File: src/rtl/simple_pkg.sv
`default_nettype none
// ============================================================================
// Module      : simple_pkg
// Description : Shared types and constants for the SIMPLE phase sequencer.
//               Holds the sequencer state encoding, the fixed indices of the
//               fetch and decode phases, and the upper bound on phase count.
// Revision    : 1.0 - initial release
// ============================================================================
package simple_pkg;

    // Sequencer control state
    typedef enum logic [1:0] {
        IDLE = 2'd0,
        RUN  = 2'd1,
        HALT = 2'd2
    } seq_state_t;

    // Phase 0 is always fetch and phase 1 is always decode; neither can be skipped
    localparam int PH_FETCH   = 0;
    localparam int PH_DECODE  = 1;

    // Largest supported phase count
    localparam int NPHASE_MAX = 16;

endpackage : simple_pkg
`default_nettype wire

File: src/rtl/simple_next_phase.sv
`default_nettype none
// ============================================================================
// Module      : simple_next_phase
// Description : Combinational priority search for the next phase. Starting
//               just above the active one-hot phase, picks the lowest index
//               whose mask bit is clear. If no such index exists the current
//               phase is the last of the instruction.
// Revision    : 1.0 - initial release
//
// Parameters  : NPHASE        number of phases
// Ports       : i_phase       current one-hot phase
//               i_mask        skip mask in effect (1 = skip that phase)
//               o_next_phase  one-hot next phase (all zero when last)
//               o_is_last     current phase is the final one
// ============================================================================
module simple_next_phase #(
    parameter int NPHASE = 5
) (
    input  logic [NPHASE-1:0] i_phase,
    input  logic [NPHASE-1:0] i_mask,
    output logic [NPHASE-1:0] o_next_phase,
    output logic              o_is_last
);

    logic w_seen;   // the active phase lies below the index being examined
    logic w_found;  // a candidate has already been selected

    always_comb begin
        o_next_phase = '0;
        w_seen       = 1'b0;
        w_found      = 1'b0;
        for (int j = 0; j < NPHASE; j++) begin
            if (w_seen && !i_mask[j] && !w_found) begin
                o_next_phase[j] = 1'b1;
                w_found         = 1'b1;
            end
            w_seen = w_seen | i_phase[j];
        end
        o_is_last = !w_found;
    end

endmodule : simple_next_phase
`default_nettype wire

File: src/rtl/simple_phase_seq.sv
`default_nettype none
// ============================================================================
// Module      : simple_phase_seq
// Description : N-phase one-hot instruction sequencer for the SIMPLE core.
//               Supports memory stall, per-instruction phase skipping,
//               halt/restart and retired-instruction counting.
// Revision    : 1.0 - initial release
//
// Parameters  : NPHASE   number of phases (3..16); phase 0 fetch, 1 decode
//               CNT_W    counter width
// Ports       : clk          system clock
//               rst          asynchronous active-high reset
//               run_i        start request (IDLE/HALT only)
//               stall_i      hold the current phase
//               halt_i       halt at instruction completion
//               skip_mask_i  phases to skip, sampled while in decode
//               phase_o      one-hot active phase, zero when not running
//               instr_done_o pulse on the final cycle of each instruction
//               halted_o     high while halted
//               instr_cnt_o  retired-instruction count (wraps)
//               stall_cnt_o  saturating stall-cycle count
//                            (only with SIMPLE_SEQ_STALL_CNT_EN defined)
// ============================================================================
module simple_phase_seq
    import simple_pkg::*;
#(
    parameter int NPHASE = 5,
    parameter int CNT_W  = 16
) (
    input  logic              clk,
    input  logic              rst,
    input  logic              run_i,
    input  logic              stall_i,
    input  logic              halt_i,
    input  logic [NPHASE-1:0] skip_mask_i,
    output logic [NPHASE-1:0] phase_o,
    output logic              instr_done_o,
    output logic              halted_o,
    output logic [CNT_W-1:0]  instr_cnt_o
`ifdef SIMPLE_SEQ_STALL_CNT_EN
   ,output logic [CNT_W-1:0]  stall_cnt_o
`endif
);

    // Fetch and decode can never be skipped
    localparam logic [NPHASE-1:0] c_mask_keep   = ~((NPHASE'(1) << PH_FETCH) |
                                                    (NPHASE'(1) << PH_DECODE));
    localparam logic [NPHASE-1:0] c_phase_fetch = NPHASE'(1) << PH_FETCH;

    seq_state_t        r_state;
    seq_state_t        w_state_nxt;
    logic [NPHASE-1:0] r_phase;
    logic [NPHASE-1:0] w_phase_nxt;
    logic [NPHASE-1:0] r_mask;
    logic [NPHASE-1:0] w_mask_nxt;
    logic [CNT_W-1:0]  r_instr_cnt;
    logic [CNT_W-1:0]  w_cnt_nxt;
    logic [NPHASE-1:0] w_mask_eff;
    logic [NPHASE-1:0] w_next_phase;
    logic              w_is_last;
    logic              w_done;

    // While in decode the incoming mask already steers the transition out
    // of decode, so it is used directly instead of the latched copy.
    assign w_mask_eff = r_phase[PH_DECODE] ? (skip_mask_i & c_mask_keep) : r_mask;

    simple_next_phase #(
        .NPHASE (NPHASE)
    ) u_next_phase (
        .i_phase      (r_phase),
        .i_mask       (w_mask_eff),
        .o_next_phase (w_next_phase),
        .o_is_last    (w_is_last)
    );

    always_ff @(posedge clk or posedge rst) begin
        if (rst) begin
            r_state     <= IDLE;
            r_phase     <= '0;
            r_mask      <= '0;
            r_instr_cnt <= '0;
        end else begin
            r_state     <= w_state_nxt;
            r_phase     <= w_phase_nxt;
            r_mask      <= w_mask_nxt;
            r_instr_cnt <= w_cnt_nxt;
        end
    end

    always_comb begin
        w_state_nxt = r_state;
        w_phase_nxt = r_phase;
        w_mask_nxt  = r_mask;
        w_cnt_nxt   = r_instr_cnt;
        w_done      = 1'b0;
        case (r_state)
            IDLE, HALT: begin
                if (run_i) begin
                    w_state_nxt = RUN;
                    w_phase_nxt = c_phase_fetch;
                    w_mask_nxt  = '0;
                end
            end
            RUN: begin
                if (!stall_i) begin
                    if (w_is_last) begin
                        w_done     = 1'b1;
                        w_cnt_nxt  = r_instr_cnt + CNT_W'(1);
                        w_mask_nxt = '0;
                        if (halt_i) begin
                            w_state_nxt = HALT;
                            w_phase_nxt = '0;
                        end else begin
                            w_phase_nxt = c_phase_fetch;
                        end
                    end else begin
                        w_phase_nxt = w_next_phase;
                        if (r_phase[PH_DECODE]) begin
                            w_mask_nxt = w_mask_eff;
                        end
                    end
                end
            end
            default: begin
                w_state_nxt = IDLE;
                w_phase_nxt = '0;
                w_mask_nxt  = '0;
            end
        endcase
    end

    assign phase_o      = r_phase;
    assign instr_done_o = w_done;
    assign halted_o     = (r_state == HALT);
    assign instr_cnt_o  = r_instr_cnt;

`ifdef SIMPLE_SEQ_STALL_CNT_EN
    logic [CNT_W-1:0] r_stall_cnt;

    always_ff @(posedge clk or posedge rst) begin
        if (rst) begin
            r_stall_cnt <= '0;
        end else if ((r_state == RUN) && stall_i && (r_stall_cnt != '1)) begin
            r_stall_cnt <= r_stall_cnt + CNT_W'(1);
        end
    end

    assign stall_cnt_o = r_stall_cnt;
`else
    // Stall-cycle counting is not built in this configuration.
`endif

endmodule : simple_phase_seq
`default_nettype wire

File: config.mk
export PLATFORM = sky130hd
export DESIGN_NAME = simple_phase_seq
export DESIGN_NICKNAME = d
export VERILOG_FILES = /design/src/rtl/simple_pkg.sv /design/src/rtl/simple_next_phase.sv /design/src/rtl/simple_phase_seq.sv
export SDC_FILE = /design/constraint.sdc
export NUM_CORES = 1
export LEC_CHECK = 0
export ABC_AREA = 1
export CAP_MARGIN = 20
export CORE_MARGIN = 1
export CORE_UTILIZATION = 45
export DETAILED_ROUTE_END_ITERATION = 16
export PLACE_DENSITY = 0.84
export RECOVER_POWER = 50
export SETUP_SLACK_MARGIN = 0.5
export SYNTH_ARGS = -nofsm -noshare
export SYNTH_HDL_FRONTEND = slang
export SYNTH_SLANG_ARGS = --single-unit
File: constraint.sdc
create_clock -name clk -period 1.5 [get_ports clk]
set_input_delay 0.3 -clock clk [delete_from_list [all_inputs] [get_ports clk]]
set_output_delay 0.3 -clock clk [all_outputs]
set_load 0.005 [all_outputs]
Word-level counts from Yosys, hierarchy flattened
Index checks and enable logic that the tools add are counted.

$add $sub $neg: 1. Equal/unequal tests: 7. Muxes and demuxes: 26. Bitwise operators: 5. Reduce and logical (&&, ||, !) cells: 20.

Operator list (number): two-way mux 5 bit (8); case mux 5 bit (2 select lines) (2); adder 16 x 1 -> 16 bit (second input constant) (1); two-way mux 1 bit (11); two-way mux 2 bit (4); != test 2 bit (second input constant) (4); logical AND 1 bit (7); zero test 1 bit (7); AND reduction 3 bit (2); case mux 2 bit (2 select lines) (1); AND reduction 4 bit (1); != test 3 bit (second input constant) (1); bitwise OR 1 bit (3); equality test 2 x 1 -> 1 bit (second input constant) (1); equality test 2 bit (second input constant) (1); zero test 2 bit (1); inverter 1 bit (2); AND reduction 2 bit (1); OR reduction 2 bit (1).

Register bits after elaboration: 28. Bits of input ports: 10. Output and inout port bits: 23. Logic and storage cells: 63.

Longest topological paths before layout
Word-level depth: 16. Depth in mapped cells: 12. Depth with buffers taken out: 11.

Cells and area by module
From an unflattened synthesis, not the netlist that was laid out.

Cells, all modules: 228. Area total of the unflattened synthesis: 1702.9 sq um.

By module, submodules not included: simple_phase_seq (times used 1, cells an instance 207, area each 1599.0 sq um, sequential area each 700.7 sq um); simple_next_phase (times used 1, cells an instance 21, area each 103.8 sq um, sequential area each 0.0 sq um).

Least setup slack after synthesis
Ideal clock, no wire load.

Path kind: register to output. Start: register r_phase[1] (netlist: phase_o[1]). End: output instr_done_o. Arrival: 1214 ps. Data required time: 1200 ps. Setup slack: -14 ps. Stages on the path, launching flop included: 9. Path buffers: 1. Path through: dfrtp_1 > inv_2 > nand2_1 > nand3_1 > nand2_2 > nor2_4 > nand2_4 > inv_2 > buf_6.

Word-level cells in the longest chain between the ends: 16. Elaborated cells on any way between the ends: 25. Those cells by class: mux (8); bitwise (3); reduce/logical (14).

RTL lines: start, declared (line simple_phase_seq.sv:52) `logic [NPHASE-1:0] r_phase;`; start signal, assigned (line simple_phase_seq.sv:84) `r_phase <= w_phase_nxt;`; two-way mux 5 bit (line simple_phase_seq.sv:65) `assign w_mask_eff = r_phase[PH_DECODE] ? (skip_mask_i & c_mask_keep) : r_mask;`; zero test 1 bit (line simple_next_phase.sv:33) `if (w_seen && !i_mask[j] && !w_found) begin`; logical AND 1 bit (line simple_next_phase.sv:33); two-way mux 1 bit (line simple_next_phase.sv:33); zero test 1 bit (line simple_next_phase.sv:33); logical AND 1 bit (line simple_next_phase.sv:33); two-way mux 1 bit (line simple_next_phase.sv:33); zero test 1 bit (line simple_next_phase.sv:33); logical AND 1 bit (line simple_next_phase.sv:33); two-way mux 1 bit (line simple_next_phase.sv:33); zero test 1 bit (line simple_next_phase.sv:33); logical AND 1 bit (line simple_next_phase.sv:33); two-way mux 1 bit * (line simple_next_phase.sv:33); two-way mux 1 bit * (line simple_phase_seq.sv:106) `if (w_is_last) begin`; two-way mux 1 bit * (line simple_phase_seq.sv:105) `if (!stall_i) begin`; two-way mux 1 bit * (line simple_phase_seq.sv:96) `case (r_state)`; end, declared (line simple_phase_seq.sv:37) `output logic instr_done_o,`.

Every way passes the cells marked *; elsewhere a longest branch is shown, timed or not.

Final worst setup path
Same ends and word-level chain as after synthesis.

==> flow_metrics.env <==
export IMPL_cp_max_fo=7
export IMPL_fin_crit_ns=1.93
export IMPL_p_leak_nw=1.25
export IMPL_ys_async_sr_fraction_pct=100
export IMPL_placementRows=20
export IMPL_layout_nets=297
export IMPL_layout_setup_ws_ns=-0.428
export IMPL_diodes=0
export IMPL_routed_wl_mm=5.07
export IMPL_grt_pass1_vias=1537
export IMPL_cts_buffers=3
export IMPL_clockBufferDepth=2
export IMPL_fmax_mhz=519
export IMPL_maxCapViolations=0
export IMPL_core_area_um2=3130
export IMPL_fin_skew_ns=0.00351
export IMPL_drv_slew=0
export IMPL_critical_path_required_ns=1.20
export IMPL_finalCritPeriodShare_pct=129
export IMPL_grt_pass1_wl_mm=6.79
export IMPL_port_buffer_count=30
export IMPL_finalSetupViolCount=23
export IMPL_postSynthCellCount=205
export IMPL_synth_fa_ha_area_share_pct=0.819
export IMPL_fillers=205
export IMPL_slew_headroom_pct=53.6
export IMPL_floorplan_initialDensity_pct=48.8
export IMPL_clk_pin_slew_ns=0.15
export IMPL_utilization_pct=77.4
export IMPL_syn_to_final_growth_pct=58.5
export IMPL_drive_above_1_share_pct=42.5
export IMPL_worst_pin_slew_ns=0.695
export IMPL_via_per_inst=5.33
export IMPL_drc_errors=0
export IMPL_p_total_mw=3.78
export IMPL_synth_compound_area_share_pct=6.96
export IMPL_ys_seq_area_share_pct=44.2
export IMPL_startpoint_type="flip-flop"
export IMPL_synth_simple_area_share_pct=34.1
export IMPL_synth_xor_area_share_pct=5.08
export IMPL_crit_path_end_kind="primary output"
export IMPL_synth_distinct_cells=27
export IMPL_rsz0062_at_grt="yes"
export IMPL_syn_area_per_cell_um2=7.45
export IMPL_ys_flop_type="dfrtp_1"
export IMPL_ys_ff_latch=27
export IMPL_status="finished, violations left"
export IMPL_die_x_um=60.3
export IMPL_tritoncts="yes"
export IMPL_antenna_found_initial=0
export IMPL_violations="setup timing"
export IMPL_synthesis_area_um2=1530
export IMPL_cts_sinks=27
export IMPL_synthMuxAreaShare_pct=0
export IMPL_drt_pre_antenna_iters=5
export IMPL_die_height_um=60.3
export IMPL_overflow=0
export IMPL_dieArea_um2=3630
export IMPL_drt_iter0_drc=196
export IMPL_ys_warnings_count=0
export IMPL_clkLatencyLatePin_ns=0.33
export IMPL_synth_edff_count=0
export IMPL_cts_root_buf="clkbuf_4"
export IMPL_num_io_pins=33
export IMPL_syn_num_nets=216
export IMPL_critical_path_class="flip-flop to primary output"
export IMPL_grt_usage_pct=25.0
export IMPL_hpwl_mm=2.50
export IMPL_peakVddDrop_v=0.00102
export IMPL_hold_path_class="primary input to asynchronous set/reset pin"
export IMPL_ant_nets=0
export IMPL_cp_arrival_ns=1.63
export IMPL_grt_max_degree=28
export IMPL_vias=1754
export IMPL_htreeDepth=1
export IMPL_wire_per_inst_um=15.4
export IMPL_power_density_nw_per_um2=1560
export IMPL_synth_top_family_by_area="simple AND/OR/NAND/NOR gates"
export IMPL_finalHoldViolCount=0
export IMPL_place_congestion=0.894
[logic make-up (layout without fill, tap and decap cells)]
group | after synthesis | in the layout
AOI/OAI and AO/OA | 19 | 19
xor gates and xnor gates | 8 | 8
adders and majority gates | 1 | 1
buffers and inverters | 31 | 111
DFF | 27 | 27
and+or+nand+nor | 119 | 119
[per-stage QoR]
step	cell area, µm²	setup TNS (ns)	setup WS, ns	cells	hold WS [ns]
floorplan	1560	0	0.0310	205	0.353
global placement	2020	-5.86	-0.591	294	0.495
detailed placement	2020	-6.80	-0.618	294	0.498
CTS	2270	-2.66	-0.345	324	0.326
global route	2420	-7.77	-0.517	329	0.599
finish	2420	-6.33	-0.428	329	0.575
[per-layer routing]
layer	GRT usage, %	up-vias	routed length (µm)
met2	40.0	94	2540
met3	2.16	17	322
li1	-	806	-
met4	10.3	0	140
met1	34.7	837	2060
met5	0	-	0
[sequential cells by signal, summed over array words and instances (netlist names)]
name	flops
instr_cnt_o	16
phase_o	5
r_state	2
r_mask	4
[cell usage in the layout (no fill, tap or decap), types with 2 or more instances in the layout]
master / instances
clkbuf_2: 2
buf_4: 35
inv_4: 2
nor2_4: 3
nor3_1: 2
clkdlybuf4s50_1: 6
nand2_4: 3
nor2_2: 2
dfrtp_2: 2
inv_1: 21
nand4_1: 2
buf_6: 11
dfrtp_1: 25
nand3b_1: 3
bufbuf_16: 2
o22ai_2: 3
xnor2_1: 4
buf_2: 18
nand2_1: 52
buf_12: 3
xor2_1: 3
nand3_1: 10
o21ai_0: 4
nor2_1: 21
inv_2: 4
clkbuf_4: 3
nand2_2: 15
o21ai_2: 4
nand3_2: 4
o21ai_1: 4
[worst max-delay path, stage by stage (launching register included)]
cell,delay [ns]
dfrtp_2,0.51
inv_4,0.13
nand2_1,0.09
nand3_2,0.10
nand2_2,0.09
nor2_4,0.13
nand2_4,0.08
inv_4,0.07
buf_6,0.09
[where the power goes]
group / internal [mW] / switching, mW / total, mW
clock: 0.104 / 0.224 / 0.328
sequential: 0.897 / 0.136 / 1.03
combinational: 1.22 / 1.20 / 2.42
total: 2.22 / 1.56 / 3.78
[final timing paths]
path | from | to | slack, ns | depth (start not counted)
max in group asynchronous | rst | phase_o[1] | 0.44 | 3
hold reg to reg | r_mask[1] | r_mask[1] | 0.58 | 2
setup reg to reg | phase_o[1] | instr_cnt_o[15] | -0.42 | 13
hold / removal | rst | instr_cnt_o[7] | 0.58 | 3
setup / recovery | phase_o[1] | instr_done_o | -0.43 | 8
min in group clk | r_mask[1] | r_mask[1] | 0.58 | 2
[layout make-up]
cell class | instances | area [µm²] | area share, %
Sequential cell | 27 | 678 | 28.0
Tap cell | 44 | 55.1 | 2.27
Multi-Input combinational cell | 147 | 840 | 34.7
Clock buffer | 4 | 26.3 | 1.09
Inverter | 28 | 115 | 4.75
Timing Repair Buffer | 79 | 707 | 29.2
[cells in the mapped netlist (3+ instances only)]
cell | n | area, µm²
o21ai_0 | 8 | 40.0
nand3b_1 | 3 | 22.5
inv_1 | 26 | 97.6
nand2_2 | 6 | 37.5
nand3_1 | 14 | 70.1
o22ai_1 | 4 | 25.0
o21ai_1 | 4 | 20.0
xor2_1 | 3 | 26.3
dfrtp_1 | 27 | 676
xnor2_1 | 4 | 35.0
nand2_1 | 63 | 236
nor2_1 | 24 | 90.1
[what timing repair did]
| action | 4_1_cts | 5_1_grt |
|---|---|---|
| cloned | 2 | 1 |
| hold buffers | 0 | 0 |
| hold endpoints to repair | 0 | 0 |
| setup endpoints to repair | 50 | 50 |
| setup buffers | 24 | 4 |
| gates resized for setup | 111 | 27 |
| pin swaps | 12 | 11 |
Power figures use the tool's default switching activity.
